### config.mk
export PLATFORM = sky130hd
export DESIGN_NAME = instr_fetch_issue_flat
export DESIGN_NICKNAME = d
export VERILOG_FILES = /design/src/rtl/instr_fetch_issue_if.sv /design/src/rtl/instr_fetch_issue.sv /design/src/flat_wrapper.sv
export SDC_FILE = /design/constraint.sdc
export NUM_CORES = 1
export LEC_CHECK = 0
export BUFFER_PORTS_ARGS = -buffer_cell sky130_fd_sc_hd__buf_2
export CAP_MARGIN = 20
export CORE_MARGIN = 2
export CORE_UTILIZATION = 60
export CTS_CLUSTER_SIZE = 20
export DETAILED_ROUTE_END_ITERATION = 16
export PLACE_DENSITY_LB_ADDON = 0.15
export SLEW_MARGIN = 5
export SYNTH_ARGS = -nofsm -noshare
export SYNTH_HDL_FRONTEND = slang
export SYNTH_SLANG_ARGS = --single-unit
### constraint.sdc
create_clock -name count -period 3.1 [get_ports count]
set_input_delay 0.155 -clock count [delete_from_list [all_inputs] [get_ports count]]
set_output_delay 0.155 -clock count [all_outputs]
set_load 0.005 [all_outputs]
### src/rtl/instr_fetch_issue_if.sv
`default_nettype none
// ============================================================================
// instr_fetch_issue_if : ALU issue channel, program-write bus and status
//                        between the fetch/issue block and its environment
// Revision 1.0
// ============================================================================
interface instr_fetch_issue_if #(
    parameter int width = 4,
    parameter int iw    = 12
);
    logic [width-1:0] pc_addr;
    logic             run;
    logic             prog_we;
    logic [width-1:0] prog_addr;
    logic [iw-1:0]    prog_data;
    logic             alu_ready;
    logic [3:0]       alu_op;
    logic [7:0]       alu_operand;
    logic             op_valid;
    logic             pc_step;
    logic             halted;
    logic [7:0]       issued_cnt;

    // The fetch/issue block is the master of the ALU issue channel.
    modport master (
        input  pc_addr, run, prog_we, prog_addr, prog_data, alu_ready,
        output alu_op, alu_operand, op_valid, pc_step, halted, issued_cnt
    );

    modport slave (
        output pc_addr, run, prog_we, prog_addr, prog_data, alu_ready,
        input  alu_op, alu_operand, op_valid, pc_step, halted, issued_cnt
    );
endinterface
`default_nettype wire

### src/rtl/instr_fetch_issue.sv
`default_nettype none
// ============================================================================
// instr_fetch_issue : fetches instructions at pc_addr, issues them to the ALU
//                     over valid/ready, and pulses pc_step to advance the PC
// Revision 1.0
// ============================================================================
module instr_fetch_issue #(
    parameter int width = 4,
    parameter int iw    = 12
) (
    input  logic                 count,
    input  logic                 reset,
    instr_fetch_issue_if.master  bus
);

    localparam int         DEPTH   = 2 ** width;
    localparam logic [3:0] OP_NOP  = 4'h0;
    localparam logic [3:0] OP_HALT = 4'hF;

    typedef enum logic [2:0] {
        S_IDLE  = 3'd0,
        S_FETCH = 3'd1,
        S_ISSUE = 3'd2,
        S_STEP  = 3'd3,
        S_HALT  = 3'd4
    } state_t;

    state_t      state_q, state_d;
    logic [iw-1:0] instr_q, instr_d;
    logic        op_valid_q, op_valid_d;
    logic        pc_step_q, pc_step_d;
    logic        halted_q, halted_d;
    logic [7:0]  issued_cnt_q, issued_cnt_d;

    logic [iw-1:0] mem [0:DEPTH-1];
    logic [iw-1:0] fetch_word;
    logic [3:0]    fetch_opcode;
    logic          prog_wr_en;
    logic          handshake;

    assign fetch_word   = mem[bus.pc_addr];
    assign fetch_opcode = fetch_word[11:8];
    assign handshake    = op_valid_q && bus.alu_ready;

    // Writes are only safe while nothing is being fetched or issued.
    assign prog_wr_en = bus.prog_we && ((state_q == S_IDLE) || (state_q == S_HALT));

    // Program memory survives reset so a program can be re-run after an abort.
    always_ff @(posedge count) begin
        if (prog_wr_en) begin
            mem[bus.prog_addr] <= bus.prog_data;
        end
    end

    always_comb begin
        state_d      = state_q;
        instr_d      = instr_q;
        op_valid_d   = op_valid_q;
        pc_step_d    = 1'b0;
        halted_d     = halted_q;
        issued_cnt_d = issued_cnt_q;

        case (state_q)
            S_IDLE: begin
                if (bus.run) begin
                    state_d = S_FETCH;
                end
            end
            S_FETCH: begin
                instr_d = fetch_word;
                if (fetch_opcode == OP_HALT) begin
                    state_d  = S_HALT;
                    halted_d = 1'b1;
                end else if (fetch_opcode == OP_NOP) begin
                    state_d   = S_STEP;
                    pc_step_d = 1'b1;
                end else begin
                    state_d    = S_ISSUE;
                    op_valid_d = 1'b1;
                end
            end
            S_ISSUE: begin
                if (handshake) begin
                    op_valid_d   = 1'b0;
                    issued_cnt_d = issued_cnt_q + 8'd1;
                    pc_step_d    = 1'b1;
                    state_d      = S_STEP;
                end
            end
            S_STEP: begin
                // run is only sampled here, so a drop mid-instruction still completes it.
                state_d = bus.run ? S_FETCH : S_IDLE;
            end
            S_HALT: begin
                op_valid_d = 1'b0;
                halted_d   = 1'b1;
            end
            default: begin
                state_d = S_IDLE;
            end
        endcase
    end

    always_ff @(posedge count or negedge reset) begin
        if (!reset) begin
            state_q      <= S_IDLE;
            instr_q      <= '0;
            op_valid_q   <= 1'b0;
            pc_step_q    <= 1'b0;
            halted_q     <= 1'b0;
            issued_cnt_q <= 8'd0;
        end else begin
            state_q      <= state_d;
            instr_q      <= instr_d;
            op_valid_q   <= op_valid_d;
            pc_step_q    <= pc_step_d;
            halted_q     <= halted_d;
            issued_cnt_q <= issued_cnt_d;
        end
    end

    assign bus.alu_op      = instr_q[11:8];
    assign bus.alu_operand = instr_q[7:0];
    assign bus.op_valid    = op_valid_q;
    assign bus.pc_step     = pc_step_q;
    assign bus.halted      = halted_q;
    assign bus.issued_cnt  = issued_cnt_q;

endmodule
`default_nettype wire

### src/flat_wrapper.sv
// flat-port wrapper written by rule: the top's interface ports become plain ports
module instr_fetch_issue_flat 
#(
    parameter int width = 4,
    parameter int iw    = 12
)
  (count, reset, bus_pc_addr, bus_run, bus_prog_we, bus_prog_addr, bus_prog_data, bus_alu_ready, bus_alu_op, bus_alu_operand, bus_op_valid, bus_pc_step, bus_halted, bus_issued_cnt);
  instr_fetch_issue_if #(.width(width), .iw(iw)) bus_i ();
  input  logic count;
  input  logic reset;
  input wire logic [$bits(bus_i.pc_addr)-1:0] bus_pc_addr;
  input wire logic [$bits(bus_i.run)-1:0] bus_run;
  input wire logic [$bits(bus_i.prog_we)-1:0] bus_prog_we;
  input wire logic [$bits(bus_i.prog_addr)-1:0] bus_prog_addr;
  input wire logic [$bits(bus_i.prog_data)-1:0] bus_prog_data;
  input wire logic [$bits(bus_i.alu_ready)-1:0] bus_alu_ready;
  output wire logic [$bits(bus_i.alu_op)-1:0] bus_alu_op;
  output wire logic [$bits(bus_i.alu_operand)-1:0] bus_alu_operand;
  output wire logic [$bits(bus_i.op_valid)-1:0] bus_op_valid;
  output wire logic [$bits(bus_i.pc_step)-1:0] bus_pc_step;
  output wire logic [$bits(bus_i.halted)-1:0] bus_halted;
  output wire logic [$bits(bus_i.issued_cnt)-1:0] bus_issued_cnt;
  assign bus_i.pc_addr = bus_pc_addr;
  assign bus_i.run = bus_run;
  assign bus_i.prog_we = bus_prog_we;
  assign bus_i.prog_addr = bus_prog_addr;
  assign bus_i.prog_data = bus_prog_data;
  assign bus_i.alu_ready = bus_alu_ready;
  assign bus_alu_op = bus_i.alu_op;
  assign bus_alu_operand = bus_i.alu_operand;
  assign bus_op_valid = bus_i.op_valid;
  assign bus_pc_step = bus_i.pc_step;
  assign bus_halted = bus_i.halted;
  assign bus_issued_cnt = bus_i.issued_cnt;
  instr_fetch_issue #(.width(width), .iw(iw)) u_core (.count(count), .reset(reset), .bus(bus_i));
endmodule
==> results of run 1 <==
==> layer usage <==
layer	share of wire, %	global-route usage [%]
met3	7.9	5.166
met4	2.1	7.184
met5	0	0
met1	40	35.73
met2	50	40.16
==> per-stage QoR <==
step                      utilization, %  hold WS, ps  power (W)
after floorplan                        -       -140.6   0.003918
after global placement             65.51        195.7   0.004220
after detailed placement           65.51        203.1   0.004259
after CTS                          70.91        7.335   0.006876
after global routing               70.91        36.15   0.007080
final                              70.91        27.38   0.006823
==> how the worst max path moves through the flow <==
stage	start	end	depth (start not counted)
floorplan	u_core.state_q[1]	u_core.mem[0][0]	5
global placement	bus_pc_addr[1]	u_core.state_q[2]	7
detailed placement	bus_pc_addr[0]	u_core.bus.op_valid	7
CTS	u_core.state_q[1]	u_core.mem[5][4]	4
global route	u_core.state_q[1]	u_core.mem[10][2]	6
finish	u_core.state_q[1]	u_core.mem[5][9]	4
==> layout by cell type (no fill, tap or decap), types with 5 or more instances in the layout <==
| master | Yosys | layout |
|---|---|---|
| buf_2 | 7 | 47 |
| dfrtp_1 | 26 | 26 |
| nor2_1 | 19 | 19 |
| clkbuf_16 | 0 | 23 |
| buf_4 | 2 | 27 |
| mux4_2 | 46 | 46 |
| xnor2_1 | 5 | 5 |
| clkbuf_1 | 6 | 6 |
| nand4_1 | 5 | 5 |
| edfxtp_1 | 192 | 192 |
| o21ai_0 | 6 | 6 |
| mux4_1 | 8 | 8 |
| nand2_1 | 41 | 41 |
| clkbuf_8 | 0 | 5 |
| nand3_1 | 6 | 6 |
==> power groups by stage <==
stage	Combinational [W]	Sequential, W	Clock (W)
after CTS	0.000720	0.00348	0.00267
after detailed placement	0.000714	0.00354	0
after floorplan	0.000403	0.00352	0
after global placement	0.000688	0.00353	0
final	0.000707	0.00349	0.00263
after global routing	0.000800	0.00350	0.00277
==> logic make-up after synthesis <==
logic type | count (synthesis) | synth area share (%)
flip-flops | 218 | 75.57
AND/OR/NAND/NOR | 98 | 5.438
adder cells (fa/ha/maj) | 1 | 0.1473
multiplexers | 59 | 15.28
XOR/XNOR | 7 | 0.7221
AO/OA/AOI/OAI | 18 | 1.400
buffers and inverters | 22 | 1.444
==> flip-flops by register name, indices dropped and copies added, names as in the netlist <==
| signal | flops |
|---|---|
| u_core.bus.op_valid | 1 |
| u_core.bus.pc_step | 1 |
| u_core.instr_q | 12 |
| u_core.mem | 192 |
| u_core.bus.issued_cnt | 8 |
| u_core.state_q | 3 |
| u_core.bus.halted | 1 |
==> worst max-delay path: cells and delay by family, from the launching register on <==
kind	cells	cell delay [ps]
DFF	1	470
buffers and inverters	1	320
and+or+nand+nor	3	1170
==> area by class of cell <==
cell class / count / share of cell area [%]
clock buffers: 34 / 6.802
clock inverters: 7 / 0.7019
inverters: 2 / 0.07657
multi-input cells: 183 / 20.11
flip-flops and latches: 218 / 65.44
well taps: 180 / 2.297
repair buffers: 75 / 4.569
==> impl_summary.md, run 1 <==
Status
The flow ran to the end, and the final reports show no timing, DRC or antenna violations.

STA
The number of pins exceeding their max-slew limit in the final report came to 0. The smallest setup slack after layout is 831.9 ps. Dividing the final minimum period by the clock period gives 73.17%. The setup violation total in the final timing report is 0. After layout, the minimum clock period comes to 2268 ps. Measured against its own limit, the worst slew margin works out to 49.23%. Based on the critical path, the design can be clocked at up to 440.9 MHz. The total count of hold-check failures in the final report is 0. The setup skew after layout is 8.529 ps. Adding up every negative setup slack in the final design gives 0 ps. Setup repair after global routing left no endpoint under its margin. At the pin with the least slew margin, the transition time is 761.6 ps.

CTS
After clock tree synthesis, the flow added hold-fix buffers numbering 1. TritonCTS built the clock tree. The H-tree depth reported by CTS is 1.

The total CTS buffers is 23. The count of clock tree sinks is 218. The buffer type at the clock tree root is clkbuf_16.

The number of setup buffers added after CTS is 0. In this run the deepest clock path goes through 3 buffers. The clock latency at the later pin of the worst-skew pair is 500 ps. The register clock-pin slew on the reported worst setup and hold paths is 60 ps. The number of gates resized after CTS was 0.

Global route
Global routing consumed, over all layers together, 25.04% of the routing resources. The maximum number of pins on one net before global-route repair is 32. The leftover overflow at the end of global routing is 0. The via count of the first global-routing pass is 4527.

The number of antenna violations at the first check in global routing is 0. The first-pass GRT wire length is 26730 um.

Yosys
The instance count of the mapped netlist is 423. Summed over all instances, the cell type with the most area after synthesis is edfxtp_1. Sorting the synthesized cells by how often they occur yields 192 x edfxtp_1, 46 x mux4_2, 41 x nand2_1, 26 x dfrtp_1, 19 x nor2_1. The most used standard cell by instance count after synthesis is edfxtp_1. Yosys printed 0 warnings. The share of Yosys cell area claimed by the top area cell type is 67.90%.

Counting every net in the synthesized netlist gives 449. The area of the mapped netlist is 8491 sq um. For this run, the register share of the synthesized area comes to 75.57%.

The post-synthesis register bit count is 218. The async set-or-reset flop fraction in the synthesized netlist is 11.93%. The number of unique standard cell types used by synthesis is 40. The leading register cell type out of synthesis is edfxtp_1. Sorting the synthesized cells by area gives the leading types as edfxtp_1 68%, mux4_2 12%, dfrtp_1 7.7%. The number of enable flip-flop cells after synthesis is 192.

In this run the mean area of a mapped cell was 20.07 sq um.

Drt
The overall via count from detail_route is 4297. The first TritonRoute pass finished after 5 iterations. The detailed-route vias per instance is 6.147. The DRC violations left is 0. The detail-routed net length per standard cell is 25.23 um. The final wirelength is 17640 um. The first routing iteration left 487 violations. The post-detailed-route count of antenna-violating nets is 0.

Pwr
The clock network burns 38.6% of the power. The areal power density over the cells is 695.9 nW/um^2. Summed over all nets, the switching power comes to 0.001586 W. The fraction of power consumed by sequential logic is 51.1%. The internal power of the cells totals 0.005237 W. IR analysis of the VDD net gives a maximum drop of 0.4809 mV. The combinational cell fraction of total power is 10.4%. For this design the static power due to leakage is 3.441 nW. Of the total power, the share spent switching nets is 23.24%.

Cells and area
The number of cells in the finished layout apart from fillers is 699. The area overhead of the layout relative to synthesis is 15.47%. The number of filler instances in the final layout is 829. The sequential cell area is 6416 sq um. The final layout contains 529 nets. The final instance area is 9804 sq um. The share of layout cells above drive strength 1 is 30.64%. The area taken by multi-input logic gates is 1972 sq um. 0 antenna diodes ended up in the layout.

Hold path
The hold path startpoint is bus_prog_data[5]. Counting instances, the worst hold path has a depth of 1. For hold timing, the worst endpoint is u_core.mem[5][5].

The min-delay analysis places its worst path in the category primary input to register.

Setup path
The terminus of the critical flop-to-flop path is u_core.mem[5][9]. The worst setup path is captured at a register. Counting stages on the worst path, the most repeated cell is nor2_1. The path type of the worst setup path is register to register.

Walking the worst path, the cells encountered are nor2_1 > nand4b_1 > nor2_1 > buf_4. STA classifies the critical path startpoint as a register. The maximum fanout along the worst path is 9.

The required time of the critical path is 3290 ps. The cell at the slowest stage of the critical path is nor2_1. The arrival time of the worst setup path is 2460 ps. The setup slack of the most critical reg-to-reg path is 830 ps.

The largest single stage delay on the critical path is 530 ps. The worst-case reg-to-reg path depth is 4. The worst reg2reg path startpoint is u_core.state_q[1].

Placement
OpenSTA, run right after detailed placement, puts the worst setup slack at 683.0 ps. The half-perimeter wire length after detailed placement is 10980 um. The total cell area at the placement stage is 9059 sq um. The placed cell count is 657. Input and output buffers added on the ports amount to 47. The final estimated routing congestion in global placement is 0.7971.

Die
The starting density of the core is 61.41%. In this run the vertical extent of the chip is 123.0 um. The floorplan step defined a core boundary enclosing 13830 sq um.

48 I/O pins were placed. In this run the horizontal extent of the chip is 123.0 um. The die footprint is 15120 sq um. The count of standard-cell rows is 43.

Flow run
The total of max-cap violations is 0.
(Power assumes the default switching activity.)
==> run 2: changes to the inputs <==
==> constraint.sdc (replaced) <==
create_clock -name count -period 2.4 [get_ports count]
set_input_delay 0.12 -clock count [delete_from_list [all_inputs] [get_ports count]]
set_output_delay 0.12 -clock count [all_outputs]
set_load 0.005 [all_outputs]
==> run 2 against run 1 <==
- sequential power rose by 29%
- clock power rose by 17%
- wire length fell by 4.2%
- total power rose by 25%
- cell count rose by 1.7%
- utilization rose by 0.44 points
- first-iteration DRC count rose by 16%
- clock skew rose by 5.1 ps
- setup slack got worse by 490 ps
- critical path type unchanged
- critical endpoint is now u_core.bus.op_valid
- largest power group unchanged
- highest routed layer unchanged
==> impl_summary.md, run 2 (same netlist as run 1, synthesis figures left out) <==
Status
Status: complete, no violations (unchanged).

Setup path
The worst reg2reg path startpoint is u_core.mem[1][9] (was u_core.state_q[1]). The terminus of the critical flop-to-flop path is u_core.bus.op_valid (was u_core.mem[5][9]). The path type of the worst setup path is register to register (unchanged). The maximum fanout along the worst path came to 3 (was 9).

The capturing instance or port of the critical path is u_core.bus.op_valid (was u_core.mem[5][9]). The required time of the critical path is 2790 ps (was 3290 ps). Cell breakdown of the critical path: mux4_1 > nor2b_1 > a211oi_1 > a22o_1 > nand4_1 > a32o_1 (was nor2_1 > nand4b_1 > nor2_1 > buf_4). The maximum single-stage delay on the critical path is 480 ps (was 530 ps). The cell at the slowest stage of the critical path is mux4_1 (was nor2_1).

The startpoint type of the worst setup path is a register (unchanged). The critical path capture point type is a register (unchanged). The worst-case reg-to-reg path depth came to 6 (was 4). The setup slack of the most critical reg-to-reg path came to 340 ps (was 830 ps). The arrival time of the worst setup path is 2450 ps (was 2460 ps). The timing startpoint of the critical path was u_core.mem[1][9] (was u_core.state_q[1]).

Die
The total core area is 13830 sq um (unchanged). The count of standard-cell rows is 43 (unchanged). The starting density of the core is 61.41% (unchanged).

The die boundary height is 123.0 um (unchanged). The die footprint is 15120 sq um (unchanged). The number of top-level design ports is 48 (unchanged). The x dimension of the die came to 123.0 um (unchanged).

Cells and area
The number of filler instances in the final layout is 845 (was 829). The number of flip-flops in the largest register is 192 (unchanged). Commonest cells after routing, fill and taps aside: 192 x edfxtp_1, 47 x buf_2, 46 x mux4_2, 41 x nand2_1, 32 x buf_4 (was 192 x edfxtp_1, 47 x buf_2, 46 x mux4_2, 41 x nand2_1, 27 x buf_4).

The final-stage net count is 541 (was 529). The top register by number of flip-flops is u_core.mem (unchanged). The commonest non-fill, non-tap cell in the layout was edfxtp_1 (unchanged). The area overhead of the layout relative to synthesis is 16.20% (was 15.47%). The share of layout cells above drive strength 1 is 30.89% (was 30.64%). The number of inserted diodes was 0 (unchanged).

Drt
The DRC violations left is 0 (unchanged). The detailed-route vias per instance is 6.003 (was 6.147). The detail-routed net length per standard cell is 23.75 um (was 25.23 um). The first-pass iteration count of the detailed router is 4 (was 5). The final wirelength came to 16890 um (was 17640 um). The overall via count from detail_route was 4268 (was 4297).

The post-detailed-route count of antenna-violating nets is 0 (unchanged). The starting DRC count in detailed routing is 566 (was 487).

CTS
The register clock-pin slew on the reported worst setup and hold paths is 70 ps (was 60 ps). The buffer type at the clock tree root is clkbuf_16 (unchanged). The buffer levels on the longest clock path is 3 (unchanged). The H-tree depth reported by CTS came to 1 (unchanged).

The TritonCTS clock tree is yes (unchanged). The total CTS buffers is 22 (was 23). The clock latency at the later pin of the worst-skew pair is 500 ps (about the same). The count of clock tree sinks is 218 (unchanged).

The number of setup buffers added after CTS was 0 (unchanged).

Pwr
The share of total power consumed by net switching is 23.48% (was 23.24%). The areal power density over the cells is 863.1 nW/um^2 (was 695.9 nW/um^2). The peak ir drop on the vdd network is 0.6897 mV (was 0.4809 mV). The switching component of the power is 0.001999 W (was 0.001586 W). The combinational cell fraction of total power was 11.0% (was 10.4%). The fraction of power consumed by sequential logic was 52.7% (was 51.1%).

The leakage power total is 3.479 nW (was 3.441 nW). The clock network fraction of design power is 36.3% (was 38.6%). The cell internal power dissipation is 0.006516 W (was 0.005237 W).

STA
The top achievable clock speed is 484.9 MHz (was 440.9 MHz). The setup TNS is 0 ps (unchanged). The worst-case hold slack is 11.55 ps (was 27.38 ps).

The final cycle utilization of the critical path is 85.93% (was 73.17%). The total count of hold-check failures in the final report is 0 (unchanged). The number of pins exceeding their max-slew limit in the final report is 0 (unchanged). RSZ-0062 raised after global routing: no (unchanged). The slew of the pin with the lowest slew margin is 570.3 ps (was 761.6 ps).

The setup violation total in the final timing report came to 0 (unchanged). The setup skew after layout is 13.65 ps (was 8.529 ps). The worst slew margin relative to its limit came to 61.98% (was 49.23%).

The time the worst path needs with I/O delays and setup is 2062 ps (was 2268 ps).

Flow run
The total of max-cap violations is 0 (unchanged).

Global route
The leftover overflow at the end of global routing is 0 (unchanged). The aggregate global-route resource usage is 23.68% (was 25.04%). The number of antenna violations at the first check in global routing came to 0 (unchanged).

The via count of the first global-routing pass is 4354 (was 4527). The first-pass GRT wire length was 25490 um (was 26730 um). The maximum number of pins on one net before global-route repair was 27 (was 32).

Hold path
The type of the worst min-delay path is primary input to register (unchanged).

Placement
The quantity of I/O buffers inserted on ports was 47 (unchanged). The half-perimeter wire length after detailed placement is 10670 um (was 10980 um). The final estimated routing congestion in global placement is 0.8383 (was 0.7971).
==> run 2: per-stage QoR <==
step / area (sq um) / std cells / power, W / setup WS [ps] / utilization [%]
finish: 9866 / 711 / 0.008515 / 337.6 / 71.35
global route: 9866 / 711 / 0.008861 / 218.4 / 71.35
CTS: 9866 / 711 / 0.008583 / 345.2 / 71.35
detailed placement: 9136 / 664 / 0.005501 / 232.4 / 66.08
global placement: 9136 / 664 / 0.005471 / 321.8 / 66.08
floorplan: 8496 / 423 / 0.005061 / 173.8 / -
==> run 2: worst max-delay path: cells and delay by family (launching register included) <==
family          cells  cell delay, ps
flops               1             360
compound gates      3             800
mux                 1             480
simple gates        2             320
==> run 2: worst min-delay path by stage <==
| stage | from | end | slack (ps) | cells past startpoint |
|---|---|---|---|---|
| 6_report | bus_prog_data[9] | u_core.mem[0][9] | 10 | 1 |
| 4_1_cts | bus_prog_data[6] | u_core.mem[1][6] | 0.06 | 1 |
| 3_5_place_dp | reset | u_core.bus.pc_step | 150 | 1 |
| 2_1_floorplan | reset | u_core.bus.halted | -180 | 0 |
| 3_3_place_gp | reset | u_core.state_q[1] | 140 | 1 |
| 5_1_grt | bus_prog_data[3] | u_core.mem[3][3] | 8 | 1 |
==> run 2: cell type report <==
class	instances	area, sq um	area share (%)
inverters	2	7.507	0.07609
repair buffers	88	585.6	5.935
clock buffers	26	586.8	5.948
flip-flops and latches	218	6416	65.03
well taps	180	225.2	2.283
clock inverters	14	72.57	0.7356
multi-input cells	183	1972	19.99
==> run 2: what timing repair did <==
| action | CTS | global route |
|---|---|---|
| resized for setup | 0 | 0 |
| hold buffers | 7 | 0 |
| endpoints found under the hold margin | 85 | 0 |
==> run 2: power by group through the flow <==
stage / sequential, W / clock, W / combinational (W)
4_1_cts: 0.00449 / 0.00314 / 0.000953
5_1_grt: 0.00451 / 0.00330 / 0.00105
2_1_floorplan: 0.00454 / 0 / 0.000521
3_3_place_gp: 0.00455 / 0 / 0.000925
6_report: 0.00449 / 0.00309 / 0.000940
3_5_place_dp: 0.00456 / 0 / 0.000938
==> run 2: routing by layer <==
metal	vias to the layer above	GRT usage (%)	share of wire, %
met5	-	0	0
met1	2217	32.63	42
met3	20	2.814	4.6
met2	130	41.16	52
met4	0	5.819	1.5
li1	1901	-	-
==> run 3: changes to the inputs <==
--- a/config.mk
+++ b/config.mk
@@ -5,10 +5,11 @@
 export SDC_FILE = /design/constraint.sdc
 export NUM_CORES = 1
 export LEC_CHECK = 0
+export ABC_AREA = 1
 export BUFFER_PORTS_ARGS = -buffer_cell sky130_fd_sc_hd__buf_2
 export CAP_MARGIN = 20
 export CORE_MARGIN = 2
-export CORE_UTILIZATION = 60
+export CORE_UTILIZATION = 61
 export CTS_CLUSTER_SIZE = 20
 export DETAILED_ROUTE_END_ITERATION = 16
 export PLACE_DENSITY_LB_ADDON = 0.15
==> run 3 against run 2 <==
- critical path type unchanged
- critical endpoint is now u_core.mem[9][6]
- cell count rose by 42%
- sequential cell count stayed put
- total power increased by 1.4%
- count of clock-buffer cells in the layout up 8
- first-iteration DRC count is 25% higher
- combinational power up 15%
==> impl_summary.md, run 3 <==
Status
Status: complete, no violations (unchanged).

Yosys
The number of nets produced by synthesis is 770 (was 449). The instance count of the mapped netlist is 744 (was 423). The leading register cell type out of synthesis is edfxtp_1 (unchanged). The fraction of the mapped netlist area in simple logic gates is 13.65% (was 5.438%).

The number of enable flip-flop cells after synthesis came to 192 (unchanged). Post-synth top cells: 192 x edfxtp_1, 128 x nand2_1, 99 x nor2_1, 58 x inv_1, 56 x nand3_1 (was 192 x edfxtp_1, 46 x mux4_2, 41 x nand2_1, 26 x dfrtp_1, 19 x nor2_1). The async set-or-reset flop fraction in the synthesized netlist came to 11.93% (unchanged).

The share of Yosys cell area claimed by the top area cell type was 64.63% (was 67.90%). The post-synthesis register bit count is 218 (unchanged). The area fraction in compound gates after synthesis is 8.093% (was 1.400%). The most used standard cell by instance count after synthesis is edfxtp_1 (unchanged). The area of the mapped netlist was 8921 sq um (was 8491 sq um).

Top area cells in the synthesized netlist: edfxtp_1 65%, dfrtp_1 7.3%, nand2_1 5.4% (was edfxtp_1 68%, mux4_2 12%, dfrtp_1 7.7%). The parity-gate share of the synthesized area counting xor and xnor cells came to 0.5891% (was 0.7221%). The portion of netlist area occupied by mux cells was 0% (was 15.28%). The post-synthesis adder-cell area fraction is 0.1403% (was 0.1474%). The per-instance average area after synthesis is 11.99 sq um (was 20.07 sq um).

The total of warnings raised by yosys is 0 (unchanged). The combinational family with the most area after synthesis is simple AND/OR/NAND/NOR gates (was multiplexers). The largest area contributor in the netlist is edfxtp_1 (unchanged). The sequential fraction of the synthesis area came to 71.92% (was 75.57%). The number of unique standard cell types used by synthesis is 29 (was 40).

Pwr
The areal power density over the cells is 858.1 nW/um^2 (was 863.1 nW/um^2). The peak ir drop on the vdd network is 0.5100 mV (was 0.6897 mV). The leakage power total came to 3.875 nW (was 3.479 nW).

The overall power of the completed layout is 0.008632 W (was 0.008515 W).

Setup path
The critical path capture point type is a register (unchanged). The terminus of the critical flop-to-flop path is u_core.mem[9][6] (was u_core.bus.op_valid). The worst-case reg-to-reg path depth came to 6 (unchanged).

The path type of the worst setup path is register to register (unchanged). The setup slack of the most critical reg-to-reg path came to 420 ps (was 340 ps). The maximum fanout along the worst path is 12 (was 3).

The startpoint type of the worst setup path is a register (unchanged). The arrival time of the worst setup path was 2160 ps (was 2450 ps). The worst reg2reg path startpoint is u_core.state_q[1] (was u_core.mem[1][9]).

The required time of the critical path is 2580 ps (was 2790 ps).

Global route
The first-pass GRT wire length came to 31210 um (was 25490 um). The aggregate global-route resource usage is 25.94% (was 23.68%). The maximum number of pins on one net before global-route repair is 97 (was 27). The number of antenna violations at the first check in global routing is 0 (unchanged). The leftover overflow at the end of global routing is 0 (unchanged). The via count of the first global-routing pass came to 5748 (was 4354).

Drt
The starting DRC count in detailed routing came to 706 (was 566). The first-pass iteration count of the detailed router is 6 (was 4). The DRC violations left came to 0 (unchanged). The post-detailed-route count of antenna-violating nets came to 0 (unchanged). The final wirelength is 20130 um (was 16890 um). The overall via count from detail_route is 5928 (was 4268).

The detail-routed net length per standard cell was 19.97 um (was 23.75 um). The detailed-route vias per instance is 5.881 (was 6.003).

STA
The setup skew after layout was 11.43 ps (was 13.65 ps). The top achievable clock speed is 506.0 MHz (was 484.9 MHz). The time the worst path needs with I/O delays and setup came to 1976 ps (was 2062 ps).

The final cycle utilization of the critical path came to 82.34% (was 85.93%). The setup violation total in the final timing report is 0 (unchanged). The worst-case hold slack is 12.15 ps (was 11.55 ps). The slew of the pin with the lowest slew margin is 650.9 ps (was 570.3 ps). The total count of hold-check failures in the final report is 0 (unchanged). The worst slew margin relative to its limit came to 56.61% (was 61.98%). RSZ-0062 raised after global routing: no (unchanged). The setup TNS is 0 ps (unchanged).

The number of pins exceeding their max-slew limit in the final report is 0 (unchanged).

Cells and area
The share of layout cells above drive strength 1 is 14.32% (was 30.89%). The number of flip-flops in the largest register is 192 (unchanged). The top register by number of flip-flops is u_core.mem (unchanged). The number of inserted diodes is 0 (unchanged). The area taken by multi-input logic gates was 2004 sq um (was 1972 sq um).

The number of filler instances in the final layout is 1012 (was 845). The commonest non-fill, non-tap cell in the layout is edfxtp_1 (unchanged). The final-stage net count is 837 (was 541). Commonest cells after routing, fill and taps aside: 192 x edfxtp_1, 128 x nand2_1, 99 x nor2_1, 58 x inv_1, 56 x nand3_1 (was 192 x edfxtp_1, 47 x buf_2, 46 x mux4_2, 41 x nand2_1, 32 x buf_4). The sequential cell area is 6416 sq um (unchanged). The final core area utilization was 69.74% (was 71.35%). The area overhead of the layout relative to synthesis is 12.76% (was 16.20%).

CTS
The number of setup buffers added after CTS is 0 (unchanged). The register clock-pin slew on the reported worst setup and hold paths is 60 ps (was 70 ps). The buffer type at the clock tree root is clkbuf_16 (unchanged). The number of resized instances in the post-cts repair step was 0 (unchanged). The TritonCTS clock tree is yes (unchanged).

The H-tree depth reported by CTS is 1 (unchanged). The buffer levels on the longest clock path is 3 (unchanged). The clock latency at the later pin of the worst-skew pair is 500 ps (about the same). The total CTS buffers is 22 (unchanged).

The count of clock tree sinks came to 218 (unchanged). The post-cts hold buffer count is 3 (was 7).

Die
The count of standard-cell rows was 44 (was 43). The die footprint is 15610 sq um (was 15120 sq um). The starting density of the core came to 61.85% (was 61.41%). The number of top-level design ports is 48 (unchanged). The total core area is 14420 sq um (was 13830 sq um). The x dimension of the die is 124.9 um (was 123.0 um). The die boundary height was 124.9 um (was 123.0 um).

Hold path
The worst hold path endpoint is u_core.bus.issued_cnt[1] (was u_core.mem[0][9]). The worst hold path cell count is 5 (was 1). The type of the worst min-delay path is primary input to register (unchanged).

The hold path startpoint is bus_alu_ready (was bus_prog_data[9]).

Placement
The final estimated routing congestion in global placement is 0.8430 (was 0.8383). The half-perimeter wire length after detailed placement is 12410 um (was 10670 um). The quantity of I/O buffers inserted on ports is 47 (unchanged).

Flow run
The total of max-cap violations is 0 (unchanged).
run 3: per-layer routing:
| layer | wire [um] | GRT usage (%) |
|---|---|---|
| met1 | 8372 | 36.59 |
| met4 | 420 | 9.020 |
| met5 | 0 | 0 |
| met2 | 9590 | 41.69 |
| met3 | 1750 | 4.621 |
run 3: worst max-delay path, stage by stage (launching register included):
cell and delay [ps]:
dfrtp_1 430, nor2_1 160, inv_1 80, nor2_1 320, nand3_1 240, nor2_1 170
buf_4 260
run 3: logic make-up after synthesis:
group	after synthesis
AND/OR/NAND/NOR	295
flip-flops	218
AO/OA/AOI/OAI	121
buffers and inverters	103
XOR/XNOR	6
adder cells (fa/ha/maj)	1
run 3: metrics by stage:
stage	cell area, sq um	setup WS [ps]	cells
floorplan	8921	551.5	744
finish	10060	423.9	1008
detailed placement	9398	500.3	968
global placement	9398	602.1	968
CTS	10060	457.8	1008
global route	10060	304.1	1008
run 3: where the power goes:
part           internal (W)  total (W)  switching, W
clock network       0.00176    0.00305       0.00130
registers           0.00435    0.00449      0.000138
logic              0.000393    0.00108      0.000692
total               0.00650    0.00863       0.00213
run 3: worst max path at each step:
stage | start | end | slack (ps) | cells after the start
after global routing | u_core.state_q[1] | u_core.mem[9][2] | 300 | 6
after detailed placement | u_core.state_q[1] | u_core.mem[13][3] | 500 | 6
after global placement | u_core.state_q[1] | u_core.mem[7][9] | 600 | 6
after floorplan | u_core.state_q[1] | u_core.mem[10][0] | 550 | 5
final | u_core.state_q[1] | u_core.mem[9][6] | 420 | 6
after CTS | u_core.state_q[1] | u_core.mem[9][6] | 460 | 6
run 3: final cells by class:
cell class                      instances  share of cell area (%)
Sequential cell                       218                   63.78
Multi-Input combinational cell        423                   19.93
Clock buffer                           34                   6.132
Timing Repair Buffer                   83                   5.348
Inverter                               63                   2.376
Tap cell                              184                   2.289
Clock inverter                          3                  0.1493
